**src/rtl/fifo_stream_reader.sv**
```systemverilog
// Read-side burst controller: pops burst_len words from a registered-output FIFO
// and replays them on a valid/ready stream through a 2-entry skid buffer.
module fifo_stream_reader #(
    parameter int DATA_WIDTH = 8,
    parameter int LEN_WIDTH  = 8
) (
    input  logic                  clk,
    input  logic                  reset,
    input  logic                  start,
    input  logic [LEN_WIDTH-1:0]  burst_len,
    output logic                  busy,
    output logic                  done,
    output logic [LEN_WIDTH-1:0]  words_sent,
    input  logic                  fifo_empty,
    input  logic [DATA_WIDTH-1:0] fifo_dout,
    output logic                  fifo_read_en,
    output logic [DATA_WIDTH-1:0] m_data,
    output logic                  m_valid,
    input  logic                  m_ready
);

    typedef enum logic [1:0] {IDLE, RUN, DONE} state_t;

    localparam logic [LEN_WIDTH-1:0] ONE = LEN_WIDTH'(1);

    state_t                state, state_nxt;
    logic [LEN_WIDTH-1:0]  len_q;
    logic [LEN_WIDTH-1:0]  issued;
    logic [DATA_WIDTH-1:0] head_q;
    logic [DATA_WIDTH-1:0] tail_q;
    logic [1:0]            occ;
    logic                  inflight;
    logic                  pop;
    logic                  last_hs;
    logic                  accept;
    logic [2:0]            fill;

    assign pop     = m_valid & m_ready;
    assign last_hs = pop && ((words_sent + ONE) == len_q);
    assign accept  = (state == IDLE) && start;
    assign fill    = {1'b0, occ} + {2'b00, inflight};
    assign m_valid = (occ != 2'd0);
    assign m_data  = head_q;

    always_ff @(posedge clk or negedge reset) begin
        if (!reset) begin
            state <= IDLE;
        end else begin
            state <= state_nxt;
        end
    end

    always_comb begin
        state_nxt = state;
        case (state)
            IDLE:    if (start) state_nxt = (burst_len == '0) ? DONE : RUN;
            RUN:     if (last_hs) state_nxt = DONE;
            DONE:    state_nxt = IDLE;
            default: state_nxt = IDLE;
        endcase
    end

    // Reads are allowed only while the word can still land in the buffer,
    // counting the in-flight word and any slot freed by this cycle's pop.
    always_comb begin
        busy         = (state == RUN);
        done         = (state == DONE);
        fifo_read_en = (state == RUN) && !fifo_empty && (issued < len_q) &&
                       (fill < (3'd2 + {2'b00, pop}));
    end

    always_ff @(posedge clk or negedge reset) begin
        if (!reset) begin
            len_q      <= '0;
            issued     <= '0;
            words_sent <= '0;
            inflight   <= 1'b0;
            occ        <= 2'd0;
            head_q     <= '0;
            tail_q     <= '0;
        end else begin
            inflight <= fifo_read_en;
            if (accept) begin
                len_q      <= burst_len;
                issued     <= '0;
                words_sent <= '0;
                occ        <= 2'd0;
            end else begin
                if (fifo_read_en) issued <= issued + ONE;
                if (pop)          words_sent <= words_sent + ONE;
                // head_q only changes on a write or a shift, so it holds the
                // last delivered word once the buffer drains.
                case ({inflight, pop})
                    2'b10: begin
                        occ <= occ + 2'd1;
                        if (occ == 2'd0) head_q <= fifo_dout;
                        else             tail_q <= fifo_dout;
                    end
                    2'b01: begin
                        occ <= occ - 2'd1;
                        if (occ == 2'd2) head_q <= tail_q;
                    end
                    2'b11: begin
                        if (occ == 2'd2) begin
                            head_q <= tail_q;
                            tail_q <= fifo_dout;
                        end else begin
                            head_q <= fifo_dout;
                        end
                    end
                    default: ;
                endcase
            end
        end
    end

endmodule

```
**config.mk**
```make
export PLATFORM = sky130hd
export DESIGN_NAME = fifo_stream_reader
export DESIGN_NICKNAME = d
export VERILOG_FILES = /design/src/rtl/fifo_stream_reader.sv
export SDC_FILE = /design/constraint.sdc
export NUM_CORES = 1
export LEC_CHECK = 0
export ABC_AREA = 0
export CAP_MARGIN = 10
export CORE_ASPECT_RATIO = 0.5
export CORE_MARGIN = 2
export CORE_UTILIZATION = 63
export CTS_CLUSTER_DIAMETER = 40
export DETAILED_ROUTE_END_ITERATION = 8
export DONT_BUFFER_PORTS = 1
export GPL_TIMING_DRIVEN = 0
export PLACE_DENSITY_LB_ADDON = 0.05
export SLEW_MARGIN = 40
export SYNTH_ARGS = -nofsm -noshare
export SYNTH_HDL_FRONTEND = slang
export SYNTH_SLANG_ARGS = --single-unit
```
**constraint.sdc**
```tcl
create_clock -name clk -period 2.71 [get_ports clk]
set_clock_uncertainty 0.2 [all_clocks]
set_input_delay 0.542 -clock clk [delete_from_list [all_inputs] [get_ports clk]]
set_output_delay 0.542 -clock clk [all_outputs]
set_load 0.01 [all_outputs]
```
==> results.tsv <==
stage	metric	value	unit
run_status	status	completed	
logic_synthesis	synth_area	2451	µm²
timing	maxSlewViolCount	0	
drt	wl_per_cell	16.15	µm
clock_tree	ctsRootBufferMaster	clkbuf_8	
grt	grt_pass1_wl	8.079	mm
logic_synthesis	syn-num-nets	279	
worst_setup_path	critPathCaptureType	output port	
drt	drt_iter0_drc	84	
clock_tree	htree_levels	2	
place	dp_slack	0.1647	ns
grt	grt_start_max_net_pins	46	
timing	fin_crit	2.644	ns
finish	layout-drive-gt1-share	13.51	%
logic_synthesis	synthSimpleGateAreaFrac	17.10	%
timing	fin_crit_sh	97.55	%
timing	whs	0.1524	ns
finish	area_growth	12.05	%
die	dieArea	4436	µm²
worst_setup_path	crit_required	1.97	ns
timing	setup_viol	0	
clock_tree	insertion_delay	0.30	ns
die	pin_count	41	
grt	grt_pass1_vias	1816	
drt	ant_nets	0	
place	hpwl	3.660	mm
logic_synthesis	yosysUniqueCellTypes	39	
die	coreArea	3585	µm²
logic_synthesis	yosys-top-cells-area	dfrtp_1 (46%), ha_1 (5.6%), xnor2_1 (5.0%)	
die	die_x	92.21	µm
place	dp_cells	298	
logic_synthesis	yosysTopAreaCell	dfrtp_1	
drt	post-route-drc-count	0	
finish	diodes	0	
min_path	hp-class	primary input to flop	
logic_synthesis	synthAdderAreaFrac	5.615	%
logic_synthesis	synth.top_cell.area_share	45.94	%
timing	setup_slack	0.06631	ns
worst_setup_path	cp_max_fo	6	
finish	stdcell_count	310	
die	rows	15	
finish	mostFrequentLayoutCells	dfrtp_1 (45), nand2_1 (27), nor2_1 (22), a21oi_1 (16)	
grt	antenna_found_initial	0	
grt	overflow	0	
clock_tree	cts.sinks	45	
clock_tree	cts_tree	done	
logic_synthesis	synth_seq_cells	45	
drt	drtPass1Iterations	4	
logic_synthesis	ys_seq_area_share	45.94	%
timing	tightestPinTransition	0.5832	ns
place	gp_routability_congestion	0.8551	
drt	vias	1839	
worst_setup_path	worst_ep_arrival_time	1.90	ns
logic_synthesis	yosysWarnings	0	
drt	via_per_inst	5.932	
pwr	p_leak	1.218	nW
clock_tree	clkTransAtPathRegs	0.08	ns
logic_synthesis	synth_edf_count	0	
finish	fin_util	76.61	%
worst_setup_path	path_class	flop to output port	
clock_tree	cts_buffers	5	
pwr	vdd.ir_drop.worst	0.6442	mV
logic_synthesis	synth_xor_area_share	7.147	%
grt	grt_usage	24.88	%
finish	layout_commonest_cell	dfrtp_1	
die	die_h	48.11	µm
run	maxCapViolCount	0	
timing	rsz0062_at_grt	no	
logic_synthesis	syn_inst	247	
pwr	power_per_cell_area	1160	nW/µm²
finish	final_nets	290	
timing	relSlewSlack	61.12	%
logic_synthesis	synthMuxAreaShare	8.576	%
drt	wl	5.005	mm
clock_tree	clockBufferDepth	2	
finish	stdcell_area	2746	µm²
die	initial_utilization	68.38	%
place	placed_cell_area	2515	µm²
pwr	power	3.186	mW
place	port_buffers	0	
worst_setup_path	crit_path_start_kind	flop	
timing	max_freq	0.3783	GHz
logic_synthesis	synth_compound_area_share	12.66	%
logic_synthesis	synth_ff_type	dfrtp_1	
timing	final_hold_viol_count	0	
timing	fin_tns_setup	0	ns
logic_synthesis	async_flop_share	100.0	%
logic_synthesis	syn_avg_cell_area	9.923	µm²
logic_synthesis	synth_top_family_by_area	simple AND/OR/NAND/NOR gates	
[flip-flops by register name, indices dropped and copies added (netlist names)]
name,count
tail_q,8
len_q,8
inflight,1
m_data,8
occ,2
words_sent,8
state,2
issued,8
[what timing repair did]
action / CTS / global route
setup endpoints to repair: 1 / 1
hold endpoints to repair: 45 / 0
pin swaps: 1 / 2
buffers inserted: 1 / 1
hold buffers: 2 / 0
gates resized for setup: 2 / 5
[final cells by class]
type / count / area (µm²)
Inverter: 13 / 48.80
Tap cell: 51 / 63.81
Clock inverter: 3 / 65.06
Buffer: 6 / 23.77
Multi-Input combinational cell: 183 / 1297
Timing Repair Buffer: 4 / 52.55
Clock buffer: 5 / 68.82
Sequential cell: 45 / 1126
Fill cell: 230 / 838.3
[metal layers]
| layer | vias to the layer above | wire length, µm | GRT usage [%] |
|---|---|---|---|
| met4 | 0 | 99 | 13.73 |
| li1 | 877 | - | - |
| met3 | 13 | 399 | 8.346 |
| met2 | 59 | 2414 | 44.85 |
| met5 | - | 0 | 0 |
| met1 | 890 | 2092 | 28.10 |
[worst max-delay path: stages (launching register included)]
cell	delay [ns]
dfrtp_1	0.39
inv_1	0.11
ha_4	0.21
a211o_1	0.32
a21oi_2	0.15
o21ai_2	0.12
a21oi_4	0.30
[final timing paths]
check | startpoint | end | slack, ns | cells after the start
worst max-delay path | len_q[3] | fifo_read_en | 0.07 | 6
worst min-delay path | burst_len[0] | len_q[0] | 0.15 | 2
worst max register to register | len_q[3] | issued[7] | 0.23 | 9
worst min register to register | tail_q[3] | tail_q[3] | 0.31 | 1
max in group asynchronous | reset | state[1] | 1.56 | 2
min in group asynchronous | reset | words_sent[7] | 0.53 | 2
[synthesized netlist by cell type (all sizes together), types with 5 or more instances]
cell type	count
xnor2	14
clkbuf	5
nand2	27
a21oi	19
mux2	8
inv	13
nand4	5
nor2	22
xor2	6
dfrtp	45
mux2i	12
o21ai	17
ha	11
[power breakdown]
part	switching (mW)	internal [mW]	total (mW)
Clock	0.234	0.366	0.601
Combinational	0.765	0.589	1.35
Sequential	0.287	0.944	1.23
[logic make-up (layout without fill, tap and decap cells)]
family	after synthesis	in the layout
and+or+nand+nor	85	85
AOI/OAI and AO/OA	47	47
DFF	45	45
xor gates and xnor gates	20	20
muxes	20	20
buffers and inverters	19	31
adders and majority gates	11	11
Power figures use the tool's default switching activity.
